$ cat src/rtl/inst_fetch_unit_pkg.sv
// Shared types for the instruction fetch path.
// Fetch FSM encoding, word geometry and the skid FIFO entry layout.
package inst_fetch_unit_pkg;

  typedef enum logic [1:0] {
    IDLE,
    REQ,
    WAIT_SPACE,
    FLUSH
  } fetch_state_t;

  localparam int INST_W       = 16;
  localparam int WORD_W       = 32;
  localparam int FETCH_STRIDE = 4;

  typedef struct packed {
    logic              skip_lo;
    logic [INST_W-1:0] hi;
    logic [INST_W-1:0] lo;
  } fetch_entry_t;

endpackage

$ cat src/rtl/inst_fetch_unit_fifo.sv
// Skid FIFO holding fetched words plus their skip-low tag.
// Synchronous clear, simultaneous push/pop, head visible combinationally.
module fetch_skid_fifo
  import inst_fetch_unit_pkg::*;
#(
  parameter int DEPTH = 2,
  parameter int CW    = $clog2(DEPTH) + 1
) (
  input  logic         clk,
  input  logic         rst,
  input  logic         clr,
  input  logic         push,
  input  fetch_entry_t push_data,
  input  logic         pop,
  output fetch_entry_t head,
  output logic [CW-1:0] count,
  output logic         empty
);

  localparam int PW = $clog2(DEPTH);

  fetch_entry_t  mem [DEPTH];
  logic [PW-1:0] wr_ptr;
  logic [PW-1:0] rd_ptr;

  always_ff @(posedge clk or posedge rst) begin
    if (rst) begin
      wr_ptr <= '0;
      rd_ptr <= '0;
      count  <= '0;
      for (int i = 0; i < DEPTH; i++)
        mem[i] <= '0;
    end else if (clr) begin
      wr_ptr <= '0;
      rd_ptr <= '0;
      count  <= '0;
    end else begin
      if (push) begin
        mem[wr_ptr] <= push_data;
        wr_ptr      <= wr_ptr + 1'b1;
      end
      if (pop)
        rd_ptr <= rd_ptr + 1'b1;
      count <= count + CW'(push) - CW'(pop);
    end
  end

  assign head  = mem[rd_ptr];
  assign empty = (count == '0);

endmodule

$ cat src/rtl/inst_fetch_unit.sv
// Fetch writer: one outstanding word read, skid FIFO toward the prefetch buffer.
// Redirects flush queued words and drop any response still in flight.
module inst_fetch_unit
  import inst_fetch_unit_pkg::*;
#(
  parameter logic [31:0] RESET_PC = 32'h0000_0000,
  parameter int          DEPTH    = 2
) (
  input  logic              clk,
  input  logic              rst,
  input  logic              redirect,
  input  logic [WORD_W-1:0] redirect_pc,
  input  logic              buf_full,
  output logic              mem_req,
  output logic [WORD_W-1:0] mem_addr,
  input  logic              mem_ack,
  input  logic [WORD_W-1:0] mem_rdata,
  output logic              write,
  output logic [WORD_W-1:0] ex_inst,
  output logic              ex_skip_lo
);

  localparam int CW = $clog2(DEPTH) + 1;
  localparam logic [WORD_W-1:0] RESET_ADDR = {RESET_PC[31:2], 2'b00};
  localparam logic [CW-1:0]     FULL       = CW'(DEPTH);
  localparam logic [WORD_W-1:0] STRIDE     = WORD_W'(FETCH_STRIDE);

  fetch_state_t      state;
  logic [WORD_W-1:0] target;
  logic [WORD_W-1:0] redirect_addr;
  logic              skip_pending;
  logic              push;
  logic              pop;
  logic              fifo_empty;
  logic [CW-1:0]     fifo_count;
  logic [CW-1:0]     count_next;
  fetch_entry_t      entry;
  logic              unused;

  assign unused        = redirect_pc[0];
  assign redirect_addr = {redirect_pc[31:2], 2'b00};
  assign write         = !fifo_empty && !buf_full && !redirect;
  assign pop           = write;
  assign push          = (state == REQ) && mem_ack && !redirect;
  assign count_next    = fifo_count + CW'(push) - CW'(pop);

  assign entry = '{
    skip_lo: skip_pending,
    hi:      mem_rdata[31:16],
    lo:      mem_rdata[15:0]
  };

  fetch_entry_t head;

  fetch_skid_fifo #(.DEPTH(DEPTH), .CW(CW)) u_fifo (
    .clk       (clk),
    .rst       (rst),
    .clr       (redirect),
    .push      (push),
    .push_data (entry),
    .pop       (pop),
    .head      (head),
    .count     (fifo_count),
    .empty     (fifo_empty)
  );

  assign ex_inst    = {head.hi, head.lo};
  assign ex_skip_lo = head.skip_lo;

  always_ff @(posedge clk or posedge rst) begin
    if (rst) begin
      state        <= IDLE;
      mem_req      <= 1'b0;
      mem_addr     <= RESET_ADDR;
      target       <= RESET_ADDR;
      skip_pending <= 1'b0;
    end else if (redirect) begin
      skip_pending <= redirect_pc[1];
      target       <= redirect_addr;
      mem_req      <= 1'b1;
      // An unanswered request must complete at its old address first.
      if ((state == REQ || state == FLUSH) && !mem_ack) begin
        state <= FLUSH;
      end else begin
        state    <= REQ;
        mem_addr <= redirect_addr;
      end
    end else begin
      unique case (state)
        IDLE: begin
          state   <= REQ;
          mem_req <= 1'b1;
        end
        REQ: begin
          if (mem_ack) begin
            skip_pending <= 1'b0;
            mem_addr     <= mem_addr + STRIDE;
            if (count_next < FULL) begin
              state   <= REQ;
              mem_req <= 1'b1;
            end else begin
              state   <= WAIT_SPACE;
              mem_req <= 1'b0;
            end
          end
        end
        WAIT_SPACE: begin
          if (fifo_count < FULL) begin
            state   <= REQ;
            mem_req <= 1'b1;
          end
        end
        FLUSH: begin
          if (mem_ack) begin
            state    <= REQ;
            mem_req  <= 1'b1;
            mem_addr <= target;
          end
        end
      endcase
    end
  end

endmodule

$ cat config.mk
export PLATFORM = sky130hd
export DESIGN_NAME = inst_fetch_unit
export DESIGN_NICKNAME = d
export VERILOG_FILES = /design/src/rtl/inst_fetch_unit_pkg.sv /design/src/rtl/inst_fetch_unit_fifo.sv /design/src/rtl/inst_fetch_unit.sv
export SDC_FILE = /design/constraint.sdc
export NUM_CORES = 1
export LEC_CHECK = 0
export ABC_AREA = 1
export ABC_CLOCK_PERIOD_IN_PS = 3500
export CAP_MARGIN = 15
export CORE_ASPECT_RATIO = 1.5
export CORE_MARGIN = 2
export CORE_UTILIZATION = 55
export CTS_BUF_LIST = sky130_fd_sc_hd__clkbuf_2
export DETAILED_ROUTE_END_ITERATION = 8
export GPL_TIMING_DRIVEN = 0
export PLACE_DENSITY = 0.84
export SKIP_CTS_REPAIR_TIMING = 1
export SYNTH_ARGS = -nofsm -noshare
export SYNTH_HDL_FRONTEND = slang
export SYNTH_HIERARCHICAL = 1
export SYNTH_SLANG_ARGS = --single-unit
$ cat constraint.sdc
create_clock -name clk -period 3.5 [get_ports clk]
set_input_delay 0.525 -clock clk [delete_from_list [all_inputs] [get_ports clk]]
set_output_delay 0.525 -clock clk [all_outputs]
set_load 0.03 [all_outputs]
; Word level (Yosys, flattened, before mapping)
; Index checks and enable logic that the tools add are counted.
[totals]
register_bits = 136
in_bits = 69
output_inout_bits = 67
wordCells = 88
[op_classes]
n_addsub = 5
n_lt_le_gt_ge = 5
eq_ne = 7
muxes = 32
bitwise = 3
n_reduce_logical = 22
[ops]
columns = operator, n
row1 = two-way mux 33 bit, 4
row2 = two-way mux 32 bit, 4
row3 = bitwise mux 66 bit, 1
row4 = one-hot mux 32 bit (2 select lines), 1
row5 = demux 33 bit (select 1 bit), 1
row6 = adder 32 x 3 -> 32 bit (second input constant), 1
row7 = two-way mux 2 bit, 7
row8 = two-way mux 1 bit, 12
row9 = != test 3 bit (second input constant), 3
row10 = one-hot mux 2 bit (4 select lines), 1
row11 = nonzero test 2 bit, 4
row12 = logical AND 1 bit, 6
row13 = == test 2 bit (second input constant), 2
row14 = >= comparator 2 bit (second input constant), 2
row15 = logical NOT 1 bit, 4
row16 = logical NOT 2 bit, 2
row17 = < comparator 2 bit (second input constant), 2
row18 = inverter 1 -> 2 bit, 2
row19 = one-hot mux 1 bit (4 select lines), 1
row20 = AND reduction 2 bit, 2
row21 = AND reduction 4 bit, 1
row22 = AND reduction 3 bit, 1
row23 = nonzero test 3 bit, 1
row24 = adder 1 bit (second input constant), 2
row25 = other kinds (7), 7

; Logic depth before layout (Yosys ltp)
; Gate-level depths: netlist of the first run.
[depth]
depth_word = 10
ltp_mapped = 11
ltp_nobuf = 10

; Hierarchy
; Netlist of the first run, hierarchy kept.
[by_module_without_submodules]
columns = module, instances, cells_each, area_each_um2, seq_area_each_um2
row1 = inst_fetch_unit, 1, 551, 3849.9, 1576.5
row2 = fetch_skid_fifo, 1, 310, 3173.0, 1751.7

; Least setup slack after synthesis of the first run
; No wires, ideal clock.
[synth_timing]
path_type = input to register
start = input port redirect
end = register state[1]
setup_ns = 0.129
arrival_time_ns = 2.764
required_ns = 3.371
slack_ns = 0.607
path_stages = 11
path_buffers = 3
path_cell_list = buf_2 buf_2 clkbuf_1 nor3_1 ha_1 nor2_1 nand2_1 nand2_1 o21ai_0 o21ai_0 o21ai_0
[synth_via]
word_cells_on_any_way = 14
[synth_lines]
columns = item, line
row1 = from (decl), inst_fetch_unit.sv:11  ; input logic redirect,
row2 = logical NOT 1 bit, inst_fetch_unit.sv:42  ; assign write = !fifo_empty && !buf_full && !redirect;
row3 = logical AND 1 bit, inst_fetch_unit.sv:42
row4 = net write, inst_fetch_unit.sv:18  ; output logic write,
row5 = subtractor 2 x 1 -> 2 bit, inst_fetch_unit.sv:45  ; assign count_next = fifo_count + CW'(push) - CW'(pop);
row6 = < comparator 2 bit, inst_fetch_unit.sv:98  ; if (count_next < FULL) begin
row7 = two-way mux 2 bit, inst_fetch_unit.sv:98
row8 = two-way mux 2 bit, inst_fetch_unit.sv:95  ; if (mem_ack) begin
row9 = one-hot mux 2 bit (4 select lines), inst_fetch_unit.sv:89  ; unique case (state)
row10 = two-way mux 2 bit, inst_fetch_unit.sv:77  ; end else if (redirect) begin
row11 = to (signal assigned), inst_fetch_unit.sv:91  ; state <= REQ;
row12 = to (signal assigned), inst_fetch_unit.sv:99  ; state <= REQ;
row13 = to (signal assigned), inst_fetch_unit.sv:102  ; state <= WAIT_SPACE;
row14 = to (decl), inst_fetch_unit.sv:28  ; fetch_state_t state;
; The timed path passes the listed nets, and every way through them passes these cells. The select of a mux whose other input is x is not followed.
; A chain may end at the register's enable or synchronous reset.

; Worst setup path after layout of the first run
[layout_timing]
start = input port redirect
end = output port write
[layout_via]
elab_chain_cells = 2
[layout_rtl]
columns = item, line
row1 = logical NOT 1 bit, inst_fetch_unit.sv:42
row2 = logical AND 1 bit, inst_fetch_unit.sv:42
row3 = to (decl), inst_fetch_unit.sv:18
; No other way between the ends.

==> summary.log, run 1 <==
qor: run_status.run_status completed
qor: critical_path.timing.reg2reg.setup_slack 1.25 ns
qor: synth.synth-edff-count 0
qor: placement.dpl_worst_slack -0.0817 ns
qor: cts.cts_max_path_buffers 2
qor: critical_path.timing.critical_path.to_type primary output
qor: synth.synth.top_cells.by_area sky130_fd_sc_hd__dfrtp_1 47%, sky130_fd_sc_hd__nand2_1 11%, sky130_fd_sc_hd__o21ai_0 6.0%
qor: job.maxCapViolCount 0
qor: synth.syn_area 7020 um^2
qor: die.effective_utilization_at_floorplan 0.564
qor: synth.yosys_register_bits 133
qor: sta.finalClockSkew 0.0450 ns
qor: die.die_area 13700 um^2
qor: sta.worst_slew_margin_rel 0.429
qor: synth.largest_family_of_logic_cells_by_synthesized_area simple AND/OR/NAND/NOR gates
qor: synth.synth_largest_area_cell sky130_fd_sc_hd__dfrtp_1
qor: sta.final.setup.worst_slack 0.160 ns
qor: cts.clk_pin_slew_worst_paths 0.23 ns
qor: layout.synthToLayoutAreaGrowth 26.4%
qor: drt.routed-via-count 6360
qor: placement.placed_cells_incl_taps 1151
qor: layout.stdcell_count 1183
qor: placement.numPortBuffers 132
qor: cts.clock_sink_count 133
qor: cts.h-tree-depth 4
qor: cts.total_cts_buffers 17
qor: pwr.total_power 5700 uW
qor: synth.portion_of_the_post_synthesis_area_used_by_sequential_elements 0.474
qor: critical_path.slowest_stage sky130_fd_sc_hd__clkdlybuf4s50_1
qor: die.design.portCount 136
qor: drt.detail_route.wl_per_cell 15.8 um
qor: synth.async_flop_share 1.00
qor: die.core 12400 um^2
qor: synth.number_of_distinct_library_cells_after_synthesis 35
qor: die.die_h 142 um
qor: sta.setup_viol 0
qor: critical_path.worst_ep_arrival_time 2.82 ns
qor: die.rows 50
qor: synth.synth_largest_type_area_fraction 0.474
qor: synth.synthAdderAreaFrac 0.00713
qor: drt.first_pass_iters 5
qor: min_path.worst_hold_path_type primary input to async pin
qor: sta.rsz0062_at_grt no
qor: synth.synth_area_in_compound_gates 0.161
qor: drt.detail-route-antenna-nets 0
qor: synth.synthCells 861
qor: sta.fmax 299 MHz
qor: sta.hold_violation_count_in_the_final_report 0
qor: placement.place_congestion 1.05
qor: synth.synthXorXnorAreaFrac 0.00998
qor: cts.tritoncts done
qor: global_routing.globalRoute.totalOverflow 0
qor: die.die_w 96.3 um
qor: critical_path.largest_incremental_delay_on_the_critical_path 0.74 ns
qor: drt.routed_wl 18.7 mm
qor: global_routing.grt_antenna_before_repair 1
qor: pwr.power.density_cell_area 642 nW/um^2
qor: pwr.static-leakage-power 0.00426 uW
qor: critical_path.crit_path_max_fanout 10
qor: sta.drv_slew 0
qor: sta.final_min_period_over_clock_period 0.954
qor: drt.drc 0
qor: synth.synth_top_flop_cell sky130_fd_sc_hd__dfrtp_1
qor: critical_path.critical_path.startpoint_type primary input
qor: synth.synth_warnings 6
qor: layout.utilization 0.713
qor: layout.layout.nets 1087
qor: sta.worst-slew-pin-transition 0.850 ns
qor: global_routing.via_count_of_the_first_global_routing_pass 6218
qor: synth.synth_simple_gate_area_share 0.200
qor: drt.vias_per_cell 5.38
qor: critical_path.worstPathBufferInverterCount 5
qor: critical_path.worst_path_dominant_cell_family buffers and inverters
qor: cts.root_buffer sky130_fd_sc_hd__clkbuf_2
qor: critical_path.setup.worst_path.class primary input to primary output
qor: synth.synthMuxAreaShare 0.0529
qor: global_routing.grt_start_max_net_pins 71
qor: placement.place.detailed.hpwl 13.9 mm
qor: pwr.irDropWorstVdd 0.435 mV
qor: global_routing.grt_pass1_wl 29.5 mm
qor: critical_path.cp_data_required_time 2.97 ns
qor: global_routing.global_route.usage.total 0.282
qor: synth.syn-mean-instance-area 8.16 um^2
qor: layout.drive_above_1_share 0.131
qor: critical_path.worstPathCellList clkdlybuf4s50_1, buf_2, buf_2, clkbuf_1, nor3_4, clkdlybuf4s50_1
qor: sta.post-route-min-period 3.34 ns
qor: drt.detailedRoute.firstIterationViolations 277
qor: cts.clock_latency_on_the_worst_skew_pair 0.72 ns
[area by class of cell]
class	count	area [um^2]
diodes	1	2.50
plain buffers	45	277
clock buffers	18	90.1
clock inverters	13	208
fillers	966	3570
inverters	103	389
multi-input cells	581	3050
flip-flops and latches	133	3330
well taps	156	195
repair buffers	133	1340
[cells by family after synthesis]
kind of cell | Yosys count
compound gates | 205
xor+xnor | 8
fa+ha+maj | 4
buf+inv | 148
flops | 133
mux | 33
other cells | 1
simple gates | 329
[synthesized netlist by cell type (6+ instances only)]
| master | count |
|---|---|
| sky130_fd_sc_hd__o21ai_0 | 84 |
| sky130_fd_sc_hd__o21ai_1 | 18 |
| sky130_fd_sc_hd__buf_6 | 9 |
| sky130_fd_sc_hd__buf_2 | 11 |
| sky130_fd_sc_hd__inv_1 | 101 |
| sky130_fd_sc_hd__nor2_1 | 65 |
| sky130_fd_sc_hd__nand3_1 | 34 |
| sky130_fd_sc_hd__o21ai_2 | 17 |
| sky130_fd_sc_hd__buf_4 | 7 |
| sky130_fd_sc_hd__clkbuf_1 | 17 |
| sky130_fd_sc_hd__a21oi_1 | 68 |
| sky130_fd_sc_hd__dfrtp_1 | 133 |
| sky130_fd_sc_hd__a31oi_1 | 6 |
| sky130_fd_sc_hd__nand2_1 | 209 |
| sky130_fd_sc_hd__a22oi_1 | 6 |
| sky130_fd_sc_hd__mux2_2 | 33 |
[state kept, by name, indices dropped and copies added, names as in the netlist]
register / cells
u_fifo/wr_ptr: 1
mem_req: 1
u_fifo/mem: 66
mem_addr: 30
u_fifo/count: 2
skip_pending: 1
u_fifo/rd_ptr: 1
target: 30
state: 1
[through the flow]
stage	area [um^2]	setup TNS (ns)	hold WS [ns]
detailed placement	8570	-0.0817	0.452
global placement	8540	-0.0399	0.445
CTS	8860	-0.0927	0.294
global route	8880	0	0.258
finish	8880	0	0.283
floorplan	7030	0	0.432
[where the power goes]
| group | switching (uW) | internal, uW | total [uW] |
|---|---|---|---|
| registers | 309 | 1910 | 2220 |
| clock network | 587 | 539 | 1130 |
| logic | 1370 | 987 | 2350 |
[cells in the final DEF (no fill, tap or decap), types with 3 or more instances in the layout]
| cell | instances |
|---|---|
| sky130_fd_sc_hd__dfrtp_1 | 133 |
| sky130_fd_sc_hd__inv_1 | 99 |
| sky130_fd_sc_hd__nand2_1 | 209 |
| sky130_fd_sc_hd__clkinv_4 | 4 |
| sky130_fd_sc_hd__nor2_2 | 3 |
| sky130_fd_sc_hd__nand2_2 | 5 |
| sky130_fd_sc_hd__clkbuf_1 | 17 |
| sky130_fd_sc_hd__clkdlybuf4s50_1 | 132 |
| sky130_fd_sc_hd__a21oi_2 | 4 |
| sky130_fd_sc_hd__nor2_4 | 5 |
| sky130_fd_sc_hd__buf_4 | 7 |
| sky130_fd_sc_hd__ha_1 | 4 |
| sky130_fd_sc_hd__clkbuf_2 | 18 |
| sky130_fd_sc_hd__buf_6 | 9 |
| sky130_fd_sc_hd__clkinv_1 | 3 |
| sky130_fd_sc_hd__o21ai_2 | 17 |
| sky130_fd_sc_hd__nand3_1 | 34 |
| sky130_fd_sc_hd__buf_2 | 11 |
| sky130_fd_sc_hd__mux2_2 | 33 |
| sky130_fd_sc_hd__o21ai_1 | 18 |
| sky130_fd_sc_hd__xor2_1 | 3 |
| sky130_fd_sc_hd__a22oi_1 | 6 |
| sky130_fd_sc_hd__a21oi_1 | 68 |
| sky130_fd_sc_hd__a31oi_1 | 6 |
| sky130_fd_sc_hd__bufinv_16 | 5 |
| sky130_fd_sc_hd__xnor2_1 | 5 |
| sky130_fd_sc_hd__o21ai_0 | 84 |
| sky130_fd_sc_hd__nor2_1 | 65 |
[layer usage]
layer | vias to the layer above | global-route usage | wire length [um]
met5 | - | 0 | 0
met4 | 0 | 0.136 | 648
met3 | 46 | 0.0683 | 1270
met2 | 229 | 0.511 | 9930
met1 | 3012 | 0.295 | 6860
li1 | 3073 | - | -
[final timing paths]
kind                          startpoint             end  cells past startpoint
max in group asynchronous            rst    mem_addr[15]                      3
setup reg to reg                 mem_req  u_fifo/mem[36]                      8
setup / recovery                redirect           write                      6
hold reg to reg                target[8]       target[8]                      2
hold / removal                       rst     mem_addr[4]                      2
min in group clk           mem_rdata[14]  u_fifo/mem[14]                      3
(Power assumes the default switching activity.)
==> inputs of run 2 (changes only) <==
MAX_ROUTING_LAYER = met4   (was default)
==> run 2 against run 1 <==
Against the previous run:
- wire length rose by 3.5%
- global-route usage rose by 2.4 points
- core utilization fell by 0.18 points
- highest routed layer unchanged
- non-clock buffer count did not move
- maximum frequency rose by 11%
- critical path depth did not move
- sequential cell count did not move
==> summary.log, run 2 (synthesis gave the netlist of run 1 again) <==
qor: drt.first_pass_iters 5
qor: sta.fmax 331 MHz
qor: layout.max_flop_register u_fifo/mem
qor: pwr.power.share.clock 0.189
qor: placement.placed_cells_incl_taps 1151
qor: layout.layout.nets 1087
qor: cts.root_buffer sky130_fd_sc_hd__clkbuf_2
qor: pwr.sequentialPowerShare 0.393
qor: die.die_w 96.3 um
qor: sta.finalClockSkew 0.0333 ns
qor: layout.layout_common_cells 209 x sky130_fd_sc_hd__nand2_1, 133 x sky130_fd_sc_hd__dfrtp_1, 131 x sky130_fd_sc_hd__clkdlybuf4s50_1
qor: cts.h-tree-depth 4
qor: drt.detail-route-antenna-nets 0
qor: cts.clock_latency_on_the_worst_skew_pair 0.69 ns
qor: critical_path.worst_ep_arrival_time 2.49 ns
qor: sta.timing.setup.tns 0 ns
qor: global_routing.grt_start_max_net_pins 71
qor: critical_path.rr_endpoint u_fifo/mem[51]
qor: global_routing.globalRoute.totalOverflow 0
qor: layout.final_common_cell sky130_fd_sc_hd__nand2_1
qor: pwr.comb_power_share 0.418
qor: cts.tritoncts done
qor: cts.clock_sink_count 133
qor: drt.drc 0
qor: placement.dpl_worst_slack -0.0899 ns
qor: die.rows 50
qor: sta.worst_slew_margin_rel 0.436
qor: pwr.total_power 5660 uW
qor: layout.drive_above_1_share 0.132
qor: drt.detailedRoute.firstIterationViolations 311
qor: critical_path.setup.worst_path.class primary input to primary output
qor: layout.stdcell_count 1184
qor: job.maxCapViolCount 0
qor: layout.max_ffs_per_register 66
qor: sta.post-route-min-period 3.02 ns
qor: sta.hold_violation_count_in_the_final_report 0
qor: drt.vias_per_cell 5.42
qor: cts.cts_max_path_buffers 2
qor: layout.synthToLayoutAreaGrowth 26.1%
qor: pwr.irDropWorstVdd 0.642 mV
qor: global_routing.grt_antenna_before_repair 1
qor: sta.drv_slew 0
qor: global_routing.grt_pass1_wl 31.3 mm
qor: critical_path.worst_r2r_startpoint mem_req
qor: die.die_area 13700 um^2
qor: layout.utilization 0.711
qor: layout.final.fill_count 992
qor: global_routing.via_count_of_the_first_global_routing_pass 6476
qor: critical_path.timing.reg2reg.setup_slack 1.26 ns
qor: sta.rsz0062_at_grt no
qor: critical_path.crit_path_max_fanout 10
qor: placement.place.detailed.hpwl 14.3 mm
qor: cts.total_cts_buffers 17
qor: run_status.run_status completed
qor: drt.routed_wl 19.4 mm
qor: die.effective_utilization_at_floorplan 0.564
qor: pwr.p_int 3370 uW
qor: sta.final.setup.worst_slack 0.480 ns
qor: pwr.switching_power 2290 uW
qor: sta.final_min_period_over_clock_period 0.863
qor: global_routing.global_route.usage.total 0.306
qor: pwr.static-leakage-power 0.00427 uW
qor: critical_path.cp_data_required_time 2.97 ns
qor: layout.top_regs u_fifo/mem x66, mem_addr x30, target x30
qor: critical_path.timing.critical_path.to_type primary output
qor: placement.place_congestion 1.01
qor: pwr.switching_share 0.404
qor: die.die_h 142 um
qor: drt.routed-via-count 6412
qor: placement.numPortBuffers 132
qor: critical_path.reg2reg_depth 8
qor: die.core 12400 um^2
qor: sta.worst-slew-pin-transition 0.845 ns
qor: sta.setup_viol 0
qor: die.design.portCount 136
qor: min_path.worst_hold_path_type primary input to async pin
qor: critical_path.critical_path.startpoint_type primary input
qor: drt.detail_route.wl_per_cell 16.4 um
qor: pwr.power.density_cell_area 639 nW/um^2
qor: cts.clk_pin_slew_worst_paths 0.22 ns
## run 2: area by class of cell
type,count,area (um^2),share of cell area
timing repair buffer,133,1340,0.152
inverter,103,389,0.0439
multi-input combinational,581,3040,0.343
antenna,1,2.50,0.000283
clock buffer,20,100,0.0113
buffer,45,277,0.0312
sequential,133,3330,0.376
tap,156,195,0.0220
clock inverter,12,179,0.0202
## run 2: how the worst max path moves through the flow
stage	from	endpoint	slack, ns	depth (start not counted)
after detailed placement	redirect	write	-0.09	6
after CTS	redirect	write	-0.1	6
final	redirect	write	0.48	6
after global routing	redirect	write	0.39	6
after global placement	redirect	write	-0.08	6
after floorplan	redirect	state[1]	0.61	11
## run 2: worst max-delay path, stage by stage
cell,delay (ns)
sky130_fd_sc_hd__clkdlybuf4s50_1,0.48
sky130_fd_sc_hd__buf_2,0.20
sky130_fd_sc_hd__buf_2,0.18
sky130_fd_sc_hd__clkbuf_1,0.31
sky130_fd_sc_hd__nor3_2,0.42
sky130_fd_sc_hd__dlymetal6s2s_1,0.37
## run 2: per-stage QoR
step	instance area (um^2)	hold WS [ns]
3_5_place_dp	8570	0.451
5_1_grt	8850	0.287
2_1_floorplan	7030	0.432
4_1_cts	8840	0.251
6_report	8850	0.274
3_3_place_gp	8540	0.445
## run 2: power by group through the flow
stage,sequential (uW),combinational [uW],clock (uW)
final,2220,2370,1070
after global routing,2280,2560,1160
after CTS,2220,2370,1080
after detailed placement,2250,2350,0
after global placement,2220,2320,0
after floorplan,2360,1340,0
## run 2: layer usage
metal  vias to the layer above  part of all wire  routed length (um)  track usage
li1                       3071                 -                   -            -
met1                      3027              0.37                7200        0.336
met2                       258              0.53               10200        0.520
met3                        56             0.064                1240       0.0625
met4                         0             0.038                 743        0.145
met5                         -                 0                   0            -
